==> src/rtl/slow_clock_monitor_pkg.sv <==
// Shared types and default constants for the slow clock monitor.
package slow_clock_monitor_pkg;

  // Measurement FSM: waiting for a first edge, holding one edge, tracking, locked.
  typedef enum logic [1:0] {
    IDLE   = 2'd0,
    FIRST  = 2'd1,
    TRACK  = 2'd2,
    LOCKED = 2'd3
  } state_e;

  localparam int SYNC_STAGES_DEF    = 2;
  localparam int CNT_WIDTH_DEF      = 20;
  localparam int TIMEOUT_CYCLES_DEF = 1000000;

endpackage

==> src/rtl/bit_synchronizer.sv <==
// Multi-flop synchronizer for a single asynchronous bit; resets to 0.
module bit_synchronizer #(
  parameter int STAGES = 2  // legal range 2..4
) (
  input  logic clk,
  input  logic rst_n,
  input  logic d,
  output logic q
);

  logic [STAGES-1:0] sync_q;
  logic [STAGES-1:0] sync_d;

  // Shift the asynchronous input one stage further down the chain each cycle.
  always_comb begin
    sync_d = {sync_q[STAGES-2:0], d};
  end

  // Synchronizer flops; only the last stage is safe to use downstream.
  always_ff @(posedge clk or negedge rst_n) begin
    // NOTE: non-blocking assignment makes every stage sample the previous
    // stage's old value, so the chain really is STAGES flops deep.
    if (!rst_n) sync_q <= '0;
    else        sync_q <= sync_d;
  end

  assign q = sync_q[STAGES-1];

endmodule

==> src/rtl/slow_clock_monitor.sv <==
// Brings a slow/divided clock into the fast domain as rise/fall enable ticks,
// measures its rise-to-rise period and reports lock and timeout status.
module slow_clock_monitor
  import slow_clock_monitor_pkg::*;
#(
  parameter int SYNC_STAGES    = SYNC_STAGES_DEF,
  parameter int CNT_WIDTH      = CNT_WIDTH_DEF,
  parameter int TIMEOUT_CYCLES = TIMEOUT_CYCLES_DEF  // must fit in CNT_WIDTH bits
) (
  input  logic                 clock,
  input  logic                 reset,       // asynchronous, active low
  input  logic                 slow_clock,
  output logic                 rise_tick,
  output logic                 fall_tick,
  output logic [CNT_WIDTH-1:0] period,
  output logic                 period_valid,
  output logic                 locked,
  output logic                 timeout
);

  localparam logic [CNT_WIDTH-1:0] CNT_MAX     = '1;
  localparam logic [CNT_WIDTH-1:0] CNT_ONE     = CNT_WIDTH'(1);
  localparam logic [CNT_WIDTH-1:0] TIMEOUT_VAL = CNT_WIDTH'(TIMEOUT_CYCLES);

  logic                 s;
  logic                 edge_r;
  logic                 edge_f;
  logic                 timeout_hit;
  logic                 prev_q, prev_d;
  logic                 rise_tick_q, rise_tick_d;
  logic                 fall_tick_q, fall_tick_d;
  logic [CNT_WIDTH-1:0] cnt_q, cnt_d;
  logic [CNT_WIDTH-1:0] period_q, period_d;
  logic                 period_valid_q, period_valid_d;
  logic                 timeout_q, timeout_d;
  state_e               state_q, state_d;

  bit_synchronizer #(
    .STAGES (SYNC_STAGES)
  ) u_sync (
    .clk   (clock),
    .rst_n (reset),
    .d     (slow_clock),
    .q     (s)
  );

  // Edge detect on the synchronized level; ticks are registered from the edges.
  always_comb begin
    prev_d      = s;
    edge_r      = s & ~prev_q;
    edge_f      = ~s & prev_q;
    rise_tick_d = edge_r;
    fall_tick_d = edge_f;
  end

  // Period counter: restarts at 1 on each rise, counts while measuring, saturates.
  always_comb begin
    // NOTE: every combinational output gets a default before any branch, so
    // no path leaves a signal unassigned and no latch is inferred.
    cnt_d = cnt_q;
    if (edge_r) begin
      cnt_d = CNT_ONE;
    end else if (state_q != IDLE && cnt_q != CNT_MAX) begin
      cnt_d = cnt_q + 1'b1;
    end
  end

  // A rise in the threshold cycle is a normal measurement, never a timeout.
  assign timeout_hit = ~edge_r & (state_q != IDLE) & (cnt_q == TIMEOUT_VAL);

  // Measurement FSM: next state, captured period and status flags.
  always_comb begin
    state_d        = state_q;
    period_d       = period_q;
    period_valid_d = period_valid_q;
    timeout_d      = timeout_q;
    if (timeout_hit) begin
      // Period keeps its last value so software can still read it.
      state_d        = IDLE;
      timeout_d      = 1'b1;
      period_valid_d = 1'b0;
    end else if (edge_r) begin
      timeout_d = 1'b0;
      case (state_q)
        IDLE: begin
          state_d = FIRST;
        end
        FIRST: begin
          period_d       = cnt_q;
          period_valid_d = 1'b1;
          state_d        = TRACK;
        end
        TRACK: begin
          if (cnt_q == period_q) state_d  = LOCKED;
          else                   period_d = cnt_q;
        end
        LOCKED: begin
          if (cnt_q != period_q) begin
            period_d = cnt_q;
            state_d  = TRACK;
          end
        end
        default: state_d = IDLE;
      endcase
    end
  end

  // State registers; reset drops ticks in flight and clears all status.
  always_ff @(posedge clock or negedge reset) begin
    if (!reset) begin
      prev_q         <= 1'b0;
      rise_tick_q    <= 1'b0;
      fall_tick_q    <= 1'b0;
      cnt_q          <= '0;
      period_q       <= '0;
      period_valid_q <= 1'b0;
      timeout_q      <= 1'b0;
      state_q        <= IDLE;
    end else begin
      prev_q         <= prev_d;
      rise_tick_q    <= rise_tick_d;
      fall_tick_q    <= fall_tick_d;
      cnt_q          <= cnt_d;
      period_q       <= period_d;
      period_valid_q <= period_valid_d;
      timeout_q      <= timeout_d;
      state_q        <= state_d;
    end
  end

  assign rise_tick    = rise_tick_q;
  assign fall_tick    = fall_tick_q;
  assign period       = period_q;
  assign period_valid = period_valid_q;
  assign locked       = (state_q == LOCKED);
  assign timeout      = timeout_q;

endmodule

==> config.mk <==
export PLATFORM = sky130hd
export DESIGN_NAME = slow_clock_monitor
export DESIGN_NICKNAME = d
export VERILOG_FILES = /design/src/rtl/slow_clock_monitor_pkg.sv /design/src/rtl/bit_synchronizer.sv /design/src/rtl/slow_clock_monitor.sv
export SDC_FILE = /design/constraint.sdc
export NUM_CORES = 1
export LEC_CHECK = 0
export BUFFER_PORTS_ARGS = -buffer_cell sky130_fd_sc_hd__buf_2
export CORE_ASPECT_RATIO = 1.2
export CORE_UTILIZATION = 60
export CTS_CLUSTER_SIZE = 14
export DETAILED_ROUTE_END_ITERATION = 7
export PLACE_DENSITY = 0.81
export SLEW_MARGIN = 5
export SYNTH_ARGS = -nofsm -noshare
export SYNTH_HDL_FRONTEND = slang
export SYNTH_HIERARCHICAL = 1
export SYNTH_SLANG_ARGS = --single-unit
==> constraint.sdc <==
create_clock -name clock -period 5.7 [get_ports clock]
set_clock_uncertainty 0.15 [all_clocks]
set_input_delay 0.57 -clock clock [delete_from_list [all_inputs] [get_ports clock]]
set_output_delay 0.57 -clock clock [all_outputs]
set_load 0.005 [all_outputs]
# After elaboration in Yosys (flattened, before gate mapping)
# Index checks and enable logic that the tools add are counted.
dict set report totals {
  ff_bits 49
  output_inout_bits 25
}
dict set report classes {
  addsub 1
  n_eq_ne 11
  muxes 15
  bitwise_logic 8
  reduce_logical 10
}
# op count
set op_table {}
lappend op_table {{$mux 20} 4}
lappend op_table {{$pmux 20 s3} 1}
lappend op_table {{$add 20x1->20 const B} 1}
lappend op_table {{$eq 20x20->1} 1}
lappend op_table {{$eq 20x20->1 const B} 1}
lappend op_table {{$ne 20x20->1} 1}
lappend op_table {{$ne 20x20->1 const B} 1}
lappend op_table {{$mux 2} 4}
lappend op_table {{$pmux 2 s4} 1}
lappend op_table {{$reduce_bool 2->1} 4}
lappend op_table {{$mux 1} 5}
lappend op_table {{$reduce_and 5->1} 1}
lappend op_table {{$and 1x1->1} 4}
lappend op_table {{$eq 2x2->1 const B} 2}
lappend op_table {{$not 1->1} 4}
lappend op_table {{$ne 3x1->1 const B} 1}
lappend op_table {{$ne 3x3->1 const B} 1}
lappend op_table {{$reduce_and 3->1} 1}
lappend op_table {{$reduce_bool 3->1} 1}
lappend op_table {{$eq 2x1->1 const B} 1}
lappend op_table {{$logic_not 2->1} 1}
lappend op_table {{$ne 2x1->1 const B} 1}
lappend op_table {{$ne 2x2->1 const B} 1}
lappend op_table {{$reduce_and 2->1} 1}
lappend op_table {{$logic_and 1x1->1} 1}

# Logic depth before layout (Yosys ltp)
# Gate-level depths: netlist of the first run.
dict set report logic_depth {
  word_depth 7
  depth_mapped 7
  mapped_depth_nobuf 6
}

# By module
# The synthesis of the first run kept the hierarchy.
# module n_inst cells_per_inst area_each_um2
set modules_own_cells {}
lappend modules_own_cells {slow_clock_monitor 1 221 2537.4}
lappend modules_own_cells {bit_synchronizer 1 2 50.0}

# Worst setup path after synthesis of the first run
# OpenSTA, ideal clock, no wires.
dict set report synth_timing {
  path_type {register to register}
  startpoint {register cnt_q[0]}
  endpoint {register cnt_q[10]}
  setup_time_ns 0.077
  arrival_ns 1.804
  required_time_ns 5.473
  path_slack_ns 3.668
  path_stages_with_launch 7
  path_buffers 1
  synth_period_minus_slack_ns 2.032
  cell_sequence {dfrtp_1 ha_1 nand3_2 or4_1 buf_2 or3_1 a21oi_1}
}
dict set report synth_between {
  elab_chain_len 3
}
# element line_no
set synth_lines {}
lappend synth_lines {{from (decl)} slow_clock_monitor.sv:32} ;# logic [CNT_WIDTH-1:0] cnt_q, cnt_d;
lappend synth_lines {{from (signal assigned)} slow_clock_monitor.sv:123} ;# cnt_q <= cnt_d;
lappend synth_lines {{$add 20x1->20 / $ne 20x20->1 (equally long branches)} {slow_clock_monitor.sv:64, slow_clock_monitor.sv:63}}
lappend synth_lines {{$mux 20 / $logic_and 1x1->1 (equally long branches)} slow_clock_monitor.sv:63} ;# end else if (state_q != IDLE && cnt_q != CNT_MAX) begin
lappend synth_lines {{$mux 20 / $reduce_bool 2->1 (equally long branches)} --}
# Several ways; a longest one is shown, not always the timed one. The select of a mux whose other input is x is not followed.
# A chain may end at the register's enable or synchronous reset.

# Final worst setup path of the first run
dict set report layout_timing {
  startpoint {register cnt_q[12]}
  endpoint {register period_q[12] (netlist: period[12])}
}
dict set report layout_between {
  elab_chain_len 4
}
# element line_no
set layout_lines {}
lappend layout_lines {{$eq 20x20->1} slow_clock_monitor.sv:69} ;# assign timeout_hit = ~edge_r & (state_q != IDLE) & (cnt_q == TIMEOUT_VAL);
lappend layout_lines {{$and 1x1->1} slow_clock_monitor.sv:69}
lappend layout_lines {{$not 1->1 (no line)} --}
lappend layout_lines {{$reduce_and 5->1 (no line)} --}
lappend layout_lines {{to (signal assigned)} slow_clock_monitor.sv:124} ;# period_q <= period_d;
lappend layout_lines {{to (decl)} slow_clock_monitor.sv:33} ;# logic [CNT_WIDTH-1:0] period_q, period_d;
# Several ways; a longest one is shown, not always the timed one. The select of a mux whose other input is x is not followed.

==> results of run 1 <==
## routing by layer
metal | global-route usage (%) | share of wire [%] | routed length, um | up-vias
met5 | 0 | 0 | 0 | -
met4 | 10.12 | 2.5 | 125 | 0
met3 | 5.217 | 4.1 | 204 | 12
met2 | 38.18 | 49 | 2425 | 47
met1 | 30.96 | 44 | 2160 | 834
li1 | - | - | - | 821
## cell usage after synthesis (4+ instances only)
cell	n	area [sq um]
nand2_1	12	45.04
mux2_4	19	285.3
xor2_1	7	61.31
inv_1	5	18.77
xnor2_1	28	245.2
buf_6	6	67.56
nor3_1	7	35.03
nand4_1	11	68.82
a21oi_1	5	25.02
dfrtp_1	49	1226
and3_1	4	25.02
nor2_1	21	78.83
## sequential cells by signal (all words and copies together), names as in the netlist
register / flops
timeout: 1
fall_tick: 1
u_sync/sync_q: 2
cnt_q: 20
period: 20
period_valid: 1
prev_q: 1
state_q: 2
rise_tick: 1
## stage by stage
step / hold WS, ns / cell area (sq um) / utilization (%) / setup WS (ns)
after floorplan: 0.1244 / 2587 / - / 3.668
final: 0.2033 / 2820 / 69.89 / 3.198
after global placement: 0.1823 / 2700 / 66.91 / 3.278
after global routing: 0.2195 / 2820 / 69.89 / 3.073
after CTS: 0.2033 / 2820 / 69.89 / 3.185
after detailed placement: 0.1847 / 2700 / 66.91 / 3.217
## how the worst min path moves through the flow
stage	slack, ns	start	cells after the start	endpoint
global route	0.22	u_sync/sync_q[0]	0	u_sync/sync_q[1]
floorplan	0.12	reset	0	cnt_q[0]
global placement	0.18	u_sync/sync_q[0]	0	u_sync/sync_q[1]
CTS	0.20	u_sync/sync_q[0]	0	u_sync/sync_q[1]
detailed placement	0.18	u_sync/sync_q[0]	0	u_sync/sync_q[1]
finish	0.20	u_sync/sync_q[0]	0	u_sync/sync_q[1]
## power by group through the flow
stage	logic, W	clock network (W)	registers (W)
floorplan	0.000176	0	0.000420
global placement	0.000206	0	0.000437
detailed placement	0.000210	0	0.000439
CTS	0.000213	0.000261	0.000433
global route	0.000231	0.000277	0.000439
finish	0.000211	0.000256	0.000433
## cells by family after synthesis
kind of cell,Yosys count,synth area share [%]
adder cells (fa/ha/maj),2,0.9670
multiplexers,21,11.85
flip-flops,49,47.39
buffers and inverters,18,4.787
XOR/XNOR,35,11.85
AND/OR/NAND/NOR,80,18.18
AO/OA/AOI/OAI,18,4.980
## area by class of cell
cell class,instances,share of cell area (%)
clock inverters,2,1.331
well taps,54,2.396
inverters,5,0.6655
flip-flops and latches,49,43.48
repair buffers,28,5.058
clock buffers,6,2.928
multi-input cells,156,44.14
## placed cells by master (no fill, tap or decap), types with 2 or more instances in the layout
cell type | netlist | final
nor2_1 | 21 | 21
nand2_1 | 12 | 12
buf_2 | 3 | 27
clkbuf_8 | 0 | 6
o311ai_1 | 2 | 2
dfrtp_1 | 49 | 49
inv_1 | 5 | 5
and3_1 | 4 | 4
nor4_1 | 3 | 3
and2_1 | 2 | 2
nand4_1 | 11 | 11
mux2_4 | 19 | 19
and4_1 | 2 | 2
xor2_1 | 7 | 7
o21ai_0 | 3 | 3
a211oi_1 | 2 | 2
xnor2_1 | 28 | 28
ha_1 | 2 | 2
a31oi_1 | 2 | 2
nor3_1 | 7 | 7
nor3b_1 | 2 | 2
nor4_2 | 3 | 3
a21oi_1 | 5 | 5
==> summary.txt, run 1 <==
Status: complete, no violations
Layout Cells excl Fill: 300
Rows: 25
Port Buffers: 27
Placed Cells: 292
Area Growth Syn to Fin: 8.994%
RR Startpoint: cnt_q[12]
Required time of the critical path: 5.74 ns
Total GRT Usage: 23.87%
# diodes: 0
HP Class: register to register
Layout cell share with drive strength beyond 1: 26.83%
Tcrit/Tclk final: 43.90%
Top Family by Delay on Critical Path: simple AND/OR/NAND/NOR gates
Fill cell total of the finished layout: 310
Register Area: 1226 sq um
DP HPWL: 3487 um
Multi-input logic area: 1245 sq um
Initial antenna violation count: 0
Nets: 250
# setup viols final: 0
Worst R2R End: period[12]
Root Driver: clkbuf_8
Slew HR: 31.79%
Critical-path cell list: xnor2_1 -> nand4_1 -> nor4_1 -> a211oi_4 -> buf_4 -> mux2_4
First-pass GRT wire length: 7783 um
Routability cong.: 0.9187
Syn Area/Cell: 11.60 sq um
Largest net degree at the start of global routing: 50
Sequential share of the synthesized area: 47.39%
Drt total wl: 4916 um
Critical path's slowest cell: nor4_1
Sw Pwr: 0.0002703 W
Iter 0 DRT Violations: 79
TritonCTS clock tree: yes
Die extent in x: 61.95 um
Power share of the clock group: 28.4%
Syn nets: 228
Cts bufs inserted: 5
Vias in the first global route: 1629
Synth async-reset ratio: 100.0%
Slew @ Worst Pin: 1.023 ns
# DRC: 0
Combinational power share: 23.5%
Post-synth EDFFs: 0
Period minus WS final: 2.502 ns
Per-cell routed wire length: 16.39 um
Worst Path Buf+Inv: 1
Reg power frac: 48.1%
Max-slew violation count: 0
Final ANT Viol Nets: 0
Slowest stage delay, CP: 0.55 ns
Pre-antenna DRT Iters: 4
CP endpoint kind: register
Max Freq: 399.7 MHz
Leakage dissipation: 1.313 nW
Post-Synthesis Cells: 223
Grt ovf: 0
Total power: 0.0009009 W
Core Area: 4035 sq um
Critical path launch point: cnt_q[12]
Crit. path cell count: 6
Post-CTS setup buffers: 0
I/O pin count: 28
Worst skew pair latency: 0.30 ns
Hold Fails Final Rpt: 0
Flops & latches, synth: 49
Crit Path Class: register to register
Setup crit start kind: register
Unrepaired setup endpoints after global routing: false
Initial Utilization: 64.12%
Internal power: 0.0006306 W
Max VDD drop: 0.0002294 V
Setup TNS: 0 ns
Die H: 73.94 um
Die area: 4580 sq um
Clock Path Buffers: 2
Post-CTS Hold Buffers: 0
Syn Std Cell Area: 2587 sq um
Vias per std cell: 5.713
Max-cap violation count: 0
Power Dens Cells: 319.4 nW/um^2
Top_reg_cell synth: dfrtp_1
Via count: 1714
Sw Ratio: 30.01%
Clk sink count: 49
CTS clk-pin slew, worst paths: 0.08 ns
H-tree levels: 2
Synth warn: 6
Reg2Reg Setup Slack: 3.20 ns
Post-synthesis cell type count: 44
Crit path to: period[12]
Post_cts resized: 0
Critical path arrival: 2.54 ns
Crit-path max FO: 14
Depth of the most critical reg-to-reg path: 6
(Power assumes the default switching activity.)
==> run 2, diff against run 1 <==
--- a/config.mk
+++ b/config.mk
@@ -7,10 +7,10 @@
 export LEC_CHECK = 0
 export BUFFER_PORTS_ARGS = -buffer_cell sky130_fd_sc_hd__buf_2
 export CORE_ASPECT_RATIO = 1.2
-export CORE_UTILIZATION = 60
+export CORE_UTILIZATION = 58
 export CTS_CLUSTER_SIZE = 14
 export DETAILED_ROUTE_END_ITERATION = 7
-export PLACE_DENSITY = 0.81
+export PLACE_DENSITY = 0.79
 export SLEW_MARGIN = 5
 export SYNTH_ARGS = -nofsm -noshare
 export SYNTH_HDL_FRONTEND = slang
==> constraint.sdc (replaced) <==
create_clock -name clock -period 2.4 [get_ports clock]
set_clock_uncertainty 0.15 [all_clocks]
set_input_delay 0.24 -clock clock [delete_from_list [all_inputs] [get_ports clock]]
set_output_delay 0.24 -clock clock [all_outputs]
set_load 0.005 [all_outputs]
==> run 2 against run 1 <==
  * Die area increased by 3.3%
  * First-iteration DRC count up 27%
  * Final cell count grew 10%
  * Register-to-register slack got worse by 3.1 ns
  * Critical endpoint is now cnt_q[12]
  * Power grew 150%
==> summary.txt, run 2 (synthesis gave the netlist of run 1 again) <==
Required time of the critical path: 2.44 ns (-3.30 ns)
# DRC: 0 (unchanged)
Max Freq: 439.5 MHz (+10%)
Status: complete, no violations
Dpl ws: 0.07915 ns (-3.138 ns)
Final ANT Viol Nets: 0 (unchanged)
Worst skew pair latency: 0.31 ns (about the same)
Largest net degree at the start of global routing: 30 (-40%)
Max-slew violation count: 0 (unchanged)
Top routing layer used: met4
Placed Cells: 319 (+9.2%)
Sw Ratio: 30.42% (+0.41 points)
First-pass GRT wire length: 8783 um (+13%)
Layout cell share with drive strength beyond 1: 34.18% (+7.4 points)
I/O pin count: 28 (unchanged)
Critical-path cell list: buf_4 -> ha_1 -> nand3_2 -> or4_1 -> nor3_1 -> xnor2_1 -> nor2_1
Setup TNS: 0 ns (unchanged)
Unrepaired setup endpoints after global routing: false
Core Area: 4262 sq um (+5.6%)
Nets: 279 (+12%)
Critical path arrival: 2.31 ns (-0.23 ns)
Final worst setup slack: 0.1248 ns (-3.073 ns)
TritonCTS clock tree: yes
Setup crit start kind: register
HP Class: register to register
Grt ovf: 0 (unchanged)
CTS clk-pin slew, worst paths: 0.09 ns (about the same)
Worst R2R End: cnt_q[12]
Sw Pwr: 0.0006782 W (+150%)
Max-cap violation count: 0 (unchanged)
Area Growth Syn to Fin: 18.18%
DP HPWL: 4013 um (+15%)
Reg power frac: 44.2% (-3.9 points)
Slew HR: 55.36% (+24 points)
Combinational power share: 29.2% (+5.7 points)
Worst Min Path Start: u_sync/sync_q[0]
Internal power: 0.001551 W (+150%)
Per-cell routed wire length: 16.93 um (+3.3%)
Cts bufs inserted: 5 (unchanged)
Die H: 75.17 um (+1.7%)
Period minus WS final: 2.275 ns (-0.2268 ns)
Initial antenna violation count: 0 (unchanged)
# setup viols final: 0 (unchanged)
Port Buffers: 27 (unchanged)
Tcrit/Tclk final: 94.80% (+51 points)
WHS: 0.2086 ns (+0.005320 ns)
Crit-path max FO: 6 (-8)
Iter 0 DRT Violations: 100 (+27%)
Fill cell total of the finished layout: 306 (-1.3%)
Register Area: 1226 sq um (unchanged)
Total GRT Usage: 25.08% (+1.2 points)
Met3 Wirelength: 181 um (-11%)
Vias in the first global route: 1799 (+10%)
Hold path endpoint: u_sync/sync_q[1]
Crit Path Class: register to register
Rows: 26 (+4.0%)
Depth of the most critical reg-to-reg path: 7 (+1)
Root Driver: clkbuf_8
Met1 WL: 2364 um (+9.4%)
Power share of the clock group: 26.5% (-1.9 points)
H-tree levels: 2 (unchanged)
Leakage dissipation: 1.464 nW (+12%)
Most frequent cells in the layout: 49 x dfrtp_1, 28 x xnor2_1, 27 x buf_2, 27 x buf_4, 21 x nor2_1
Vias per std cell: 5.704 (-0.16%)
Hold Fails Final Rpt: 0 (unchanged)
Wire length on met2: 2878 um (+19%)
Clk sink count: 49 (unchanged)
Multi-input logic area: 1250 sq um (+0.40%)
Die extent in x: 62.97 um (+1.7%)
Power Dens Cells: 729.1 nW/um^2 (+130%)
Drt total wl: 5604 um (+14%)
Slowest stage delay, CP: 0.67 ns (+0.12 ns)
Critical path's slowest cell: or4_1
Worst Hold Path Cells: 0 (unchanged)
RR Startpoint: cnt_q[0]
Layout Cells excl Fill: 331 (+10%)
Clock Path Buffers: 2 (unchanged)
CP endpoint kind: register
# diodes: 0 (unchanged)
Commonest non-fill, non-tap cell in the layout: dfrtp_1
Pre-antenna DRT Iters: 4 (unchanged)
Routability cong.: 0.8936 (-2.7%)
Slew @ Worst Pin: 0.6672 ns (-0.3560 ns)
Reg2Reg Setup Slack: 0.12 ns (-3.07 ns)
Initial Utilization: 60.72% (-3.4 points)
Via count: 1888 (+10%)
Max VDD drop: 0.0005671 V (+150%)
Die area: 4733 sq um (+3.3%)
[run 2: cell types whose count changed in the layout (fill, tap and decap cells not counted), sizes merged]
cell         before  now
clkbuf            6    5
clkinv            0    1
buf              28   55
dlygate4sd3       0    2
[run 2: cell type report]
| class | count | share of cell area, % |
|---|---|---|
| multi-input combinational | 156 | 40.88 |
| sequential | 49 | 40.10 |
| timing repair buffer | 57 | 12.36 |
| tap | 56 | 2.291 |
| clock buffer | 5 | 2.250 |
| clock inverter | 3 | 1.514 |
| inverter | 5 | 0.6137 |
[run 2: metrics by stage]
step / area, sq um / utilization (%) / power (W)
after floorplan: 2587 / - / 0.001416
after global placement: 2903 / 68.12 / 0.001611
after detailed placement: 2903 / 68.12 / 0.001629
after CTS: 3038 / 71.29 / 0.002217
after global routing: 3058 / 71.76 / 0.002332
final: 3058 / 71.76 / 0.002230
[run 2: worst max path at each step]
stage,startpoint,end,cells after the start
5_1_grt,cnt_q[1],cnt_q[18],6
3_3_place_gp,cnt_q[0],cnt_q[14],7
6_report,cnt_q[0],cnt_q[12],7
2_1_floorplan,cnt_q[0],cnt_q[10],6
4_1_cts,cnt_q[17],period[0],6
3_5_place_dp,cnt_q[0],cnt_q[14],7
[run 2: power groups by stage]
| stage | clock (W) | sequential, W | combinational (W) |
|---|---|---|---|
| finish | 0.000591 | 0.000987 | 0.000652 |
| global route | 0.000628 | 0.000999 | 0.000706 |
| detailed placement | 0 | 0.00100 | 0.000626 |
| global placement | 0 | 0.000995 | 0.000616 |
| CTS | 0.000593 | 0.000986 | 0.000638 |
| floorplan | 0 | 0.000997 | 0.000419 |
[run 2: what timing repair did]
| item | CTS | global route |
|---|---|---|
| setup buffers | 0 | 2 |
| hold buffers | 2 | 0 |
| gates resized for setup | 0 | 1 |
| endpoints found under the setup margin | 0 | 2 |
| hold endpoints to repair | 21 | 0 |
[run 2: worst max-delay path, delay by kind of cell (launching register included)]
family	cells	cell delay (ns)
and+or+nand+nor	4	1.11
buffers and inverters	1	0.16
DFF	1	0.37
xor gates and xnor gates	1	0.15
adders and majority gates	1	0.22
[run 2: per-layer routing]
metal,vias to the layer above,track usage (%)
met3,15,4.848
met5,-,0
met1,952,32.02
met4,0,11.63
li1,880,-
met2,41,41.70
==> run 3, diff against run 2 <==
--- a/config.mk
+++ b/config.mk
@@ -7,10 +7,11 @@
 export LEC_CHECK = 0
 export BUFFER_PORTS_ARGS = -buffer_cell sky130_fd_sc_hd__buf_2
 export CORE_ASPECT_RATIO = 1.2
-export CORE_UTILIZATION = 58
+export CORE_UTILIZATION = 52
+export CTS_CLUSTER_DIAMETER = 100
 export CTS_CLUSTER_SIZE = 14
 export DETAILED_ROUTE_END_ITERATION = 7
-export PLACE_DENSITY = 0.79
+export PLACE_DENSITY = 0.75
 export SLEW_MARGIN = 5
 export SYNTH_ARGS = -nofsm -noshare
 export SYNTH_HDL_FRONTEND = slang
==> constraint.sdc (replaced) <==
create_clock -name clock -period 2 [get_ports clock]
set_clock_uncertainty 0.15 [all_clocks]
set_input_delay 0.2 -clock clock [delete_from_list [all_inputs] [get_ports clock]]
set_output_delay 0.2 -clock clock [all_outputs]
set_load 0.005 [all_outputs]
==> run 3 against run 2 <==
  * The run now ends with setup timing left
  * Register-to-register slack worse by 0.22 ns
  * Setup slack worse by 0.22 ns
  * Core utilization is 0.85 points lower
  * Critical path depth stayed put
  * Largest cell class unchanged
==> summary.txt, run 3 (synthesis gave the netlist of run 1 again) <==
Status: finished, violations left
Failing checks: setup timing
Clk sink count: 49 (unchanged)
Final ANT Viol Nets: 0 (unchanged)
Root Driver: clkbuf_8
Leakage dissipation: 1.584 nW (+8.2%)
Pre-antenna DRT Iters: 5 (+1)
Die area: 5263 sq um (+11%)
Hold path endpoint: u_sync/sync_q[1]
Power Dens Cells: 825.0 nW/um^2 (+13%)
Rows: 27 (+3.8%)
First-pass GRT wire length: 9349 um (+6.4%)
DP HPWL: 4179 um (+4.1%)
Commonest non-fill, non-tap cell in the layout: dfrtp_1
Per-cell routed wire length: 17.12 um (+1.1%)
Die H: 79.28 um (+5.5%)
Drt total wl: 6059 um (+8.1%)
Worst Min Path Start: u_sync/sync_q[0]
# setup viols final: 21 (+21)
Most frequent cells in the layout: 47 x dfrtp_1, 45 x buf_4, 27 x buf_2, 26 x xnor2_1, 21 x nor2_1
Core Area: 4696 sq um (+10%)
Cts bufs inserted: 5 (unchanged)
Unrepaired setup endpoints after global routing: true
Worst Hold Path Cells: 0 (unchanged)
Required time of the critical path: 2.03 ns (-0.41 ns)
Max-slew violation count: 0 (unchanged)
Layout cell share with drive strength beyond 1: 43.92% (+9.7 points)
Max-cap violation count: 0 (unchanged)
Nets: 300 (+7.5%)
Die extent in x: 66.40 um (+5.4%)
Max Freq: 478.1 MHz (+8.8%)
CP endpoint kind: register
Grt ovf: 0 (unchanged)
Worst skew pair latency: 0.30 ns (about the same)
H-tree levels: 2 (unchanged)
Slew @ Worst Pin: 0.7015 ns (+0.03432 ns)
Critical path arrival: 2.12 ns (-0.19 ns)
Total GRT Usage: 24.07% (-1.0 points)
Total power: 0.002747 W (+23%)
Slew HR: 53.06% (-2.3 points)
Max VDD drop: 0.0003878 V (-32%)
Clock Path Buffers: 2 (unchanged)
Vias per std cell: 5.650 (-0.95%)
Tcrit/Tclk final: 104.6% (+9.8 points)
RR Startpoint: cnt_q[0]
Hold Fails Final Rpt: 0 (unchanged)
Initial antenna violation count: 0 (unchanged)
Crit-path max FO: 14 (+8)
# DRC: 0 (unchanged)
Routability cong.: 0.9696 (+8.5%)
Crit Path Class: register to register
Vias in the first global route: 1958 (+8.8%)
Port Buffers: 27 (unchanged)
Area Growth Syn to Fin: 28.67%
Final worst setup slack: -0.09149 ns (-0.2163 ns)
Via count: 2000 (+5.9%)
Reg2Reg Setup Slack: -0.09 ns (-0.22 ns)
Iter 0 DRT Violations: 156 (+56%)
Period minus WS final: 2.091 ns (-0.1837 ns)
Depth of the most critical reg-to-reg path: 7 (unchanged)
# diodes: 0 (unchanged)
Largest net degree at the start of global routing: 28 (-6.7%)
CTS clk-pin slew, worst paths: 0.10 ns (about the same)
TritonCTS clock tree: yes
HP Class: register to register
Worst R2R End: period[13]
Dpl ws: -0.04304 ns (-0.1222 ns)
Initial Utilization: 55.10% (-5.6 points)
I/O pin count: 28 (unchanged)
Setup crit start kind: register
run 3: layout make-up:
cell class	instances	area [sq um]
repair buffers	78	564.3
clock inverters	2	13.76
flip-flops and latches	49	1229
clock buffers	6	82.58
inverters	5	18.77
multi-input cells	156	1349
well taps	58	72.57
fillers	334	1366
run 3: worst max-delay path, stage by stage, from the launching register on:
cell      delay (ns)
dfrtp_2         0.45
buf_12          0.14
xnor2_2         0.13
nand4_1         0.15
nor4_4          0.31
a211oi_4        0.13
buf_12          0.20
mux2_4          0.30
run 3: worst max-delay path by stage:
| stage | startpoint | to | slack (ns) |
|---|---|---|---|
| 2_1_floorplan | cnt_q[1] | cnt_q[10] | 0.002 |
| 6_report | cnt_q[0] | period[13] | -0.09 |
| 5_1_grt | cnt_q[0] | period[6] | -0.16 |
| 3_5_place_dp | cnt_q[14] | period[8] | -0.04 |
| 4_1_cts | cnt_q[14] | period[8] | -0.07 |
| 3_3_place_gp | cnt_q[14] | period[8] | -0.01 |
run 3: per-stage QoR:
stage | instances | TNS [ns] | instance area [sq um] | util, % | hold slack [ns]
after global routing | 354 | -3.151 | 3329 | 70.90 | 0.2160
final | 354 | -1.396 | 3329 | 70.90 | 0.2106
after CTS | 350 | -1.053 | 3193 | 68.00 | 0.2123
after global placement | 339 | -0.08495 | 3069 | 65.36 | 0.06577
after detailed placement | 339 | -0.4945 | 3069 | 65.36 | 0.07565
after floorplan | 223 | 0 | 2597 | - | -0.2456
run 3: what timing repair did:
| item | in CTS | in global routing |
|---|---|---|
| pin swaps | 0 | 6 |
| setup endpoints to repair | 23 | 39 |
| resized for setup | 0 | 19 |
| setup buffers | 1 | 5 |
| hold endpoints to repair | 23 | 0 |
| hold buffers | 2 | 0 |
run 3: routing by layer:
| layer | share of wire, % | track usage (%) | vias up |
|---|---|---|---|
| met1 | 40 | 29.69 | 1004 |
| met4 | 2.4 | 9.574 | 0 |
| met2 | 53 | 40.71 | 64 |
| met5 | 0 | 0 | - |
| li1 | - | - | 917 |
| met3 | 4.8 | 4.741 | 15 |
run 3: power by group:
group | switching, W | internal, W
clock network | 0.000334 | 0.000281
registers | 0.000110 | 0.00109
logic | 0.000420 | 0.000509
total | 0.000864 | 0.00188
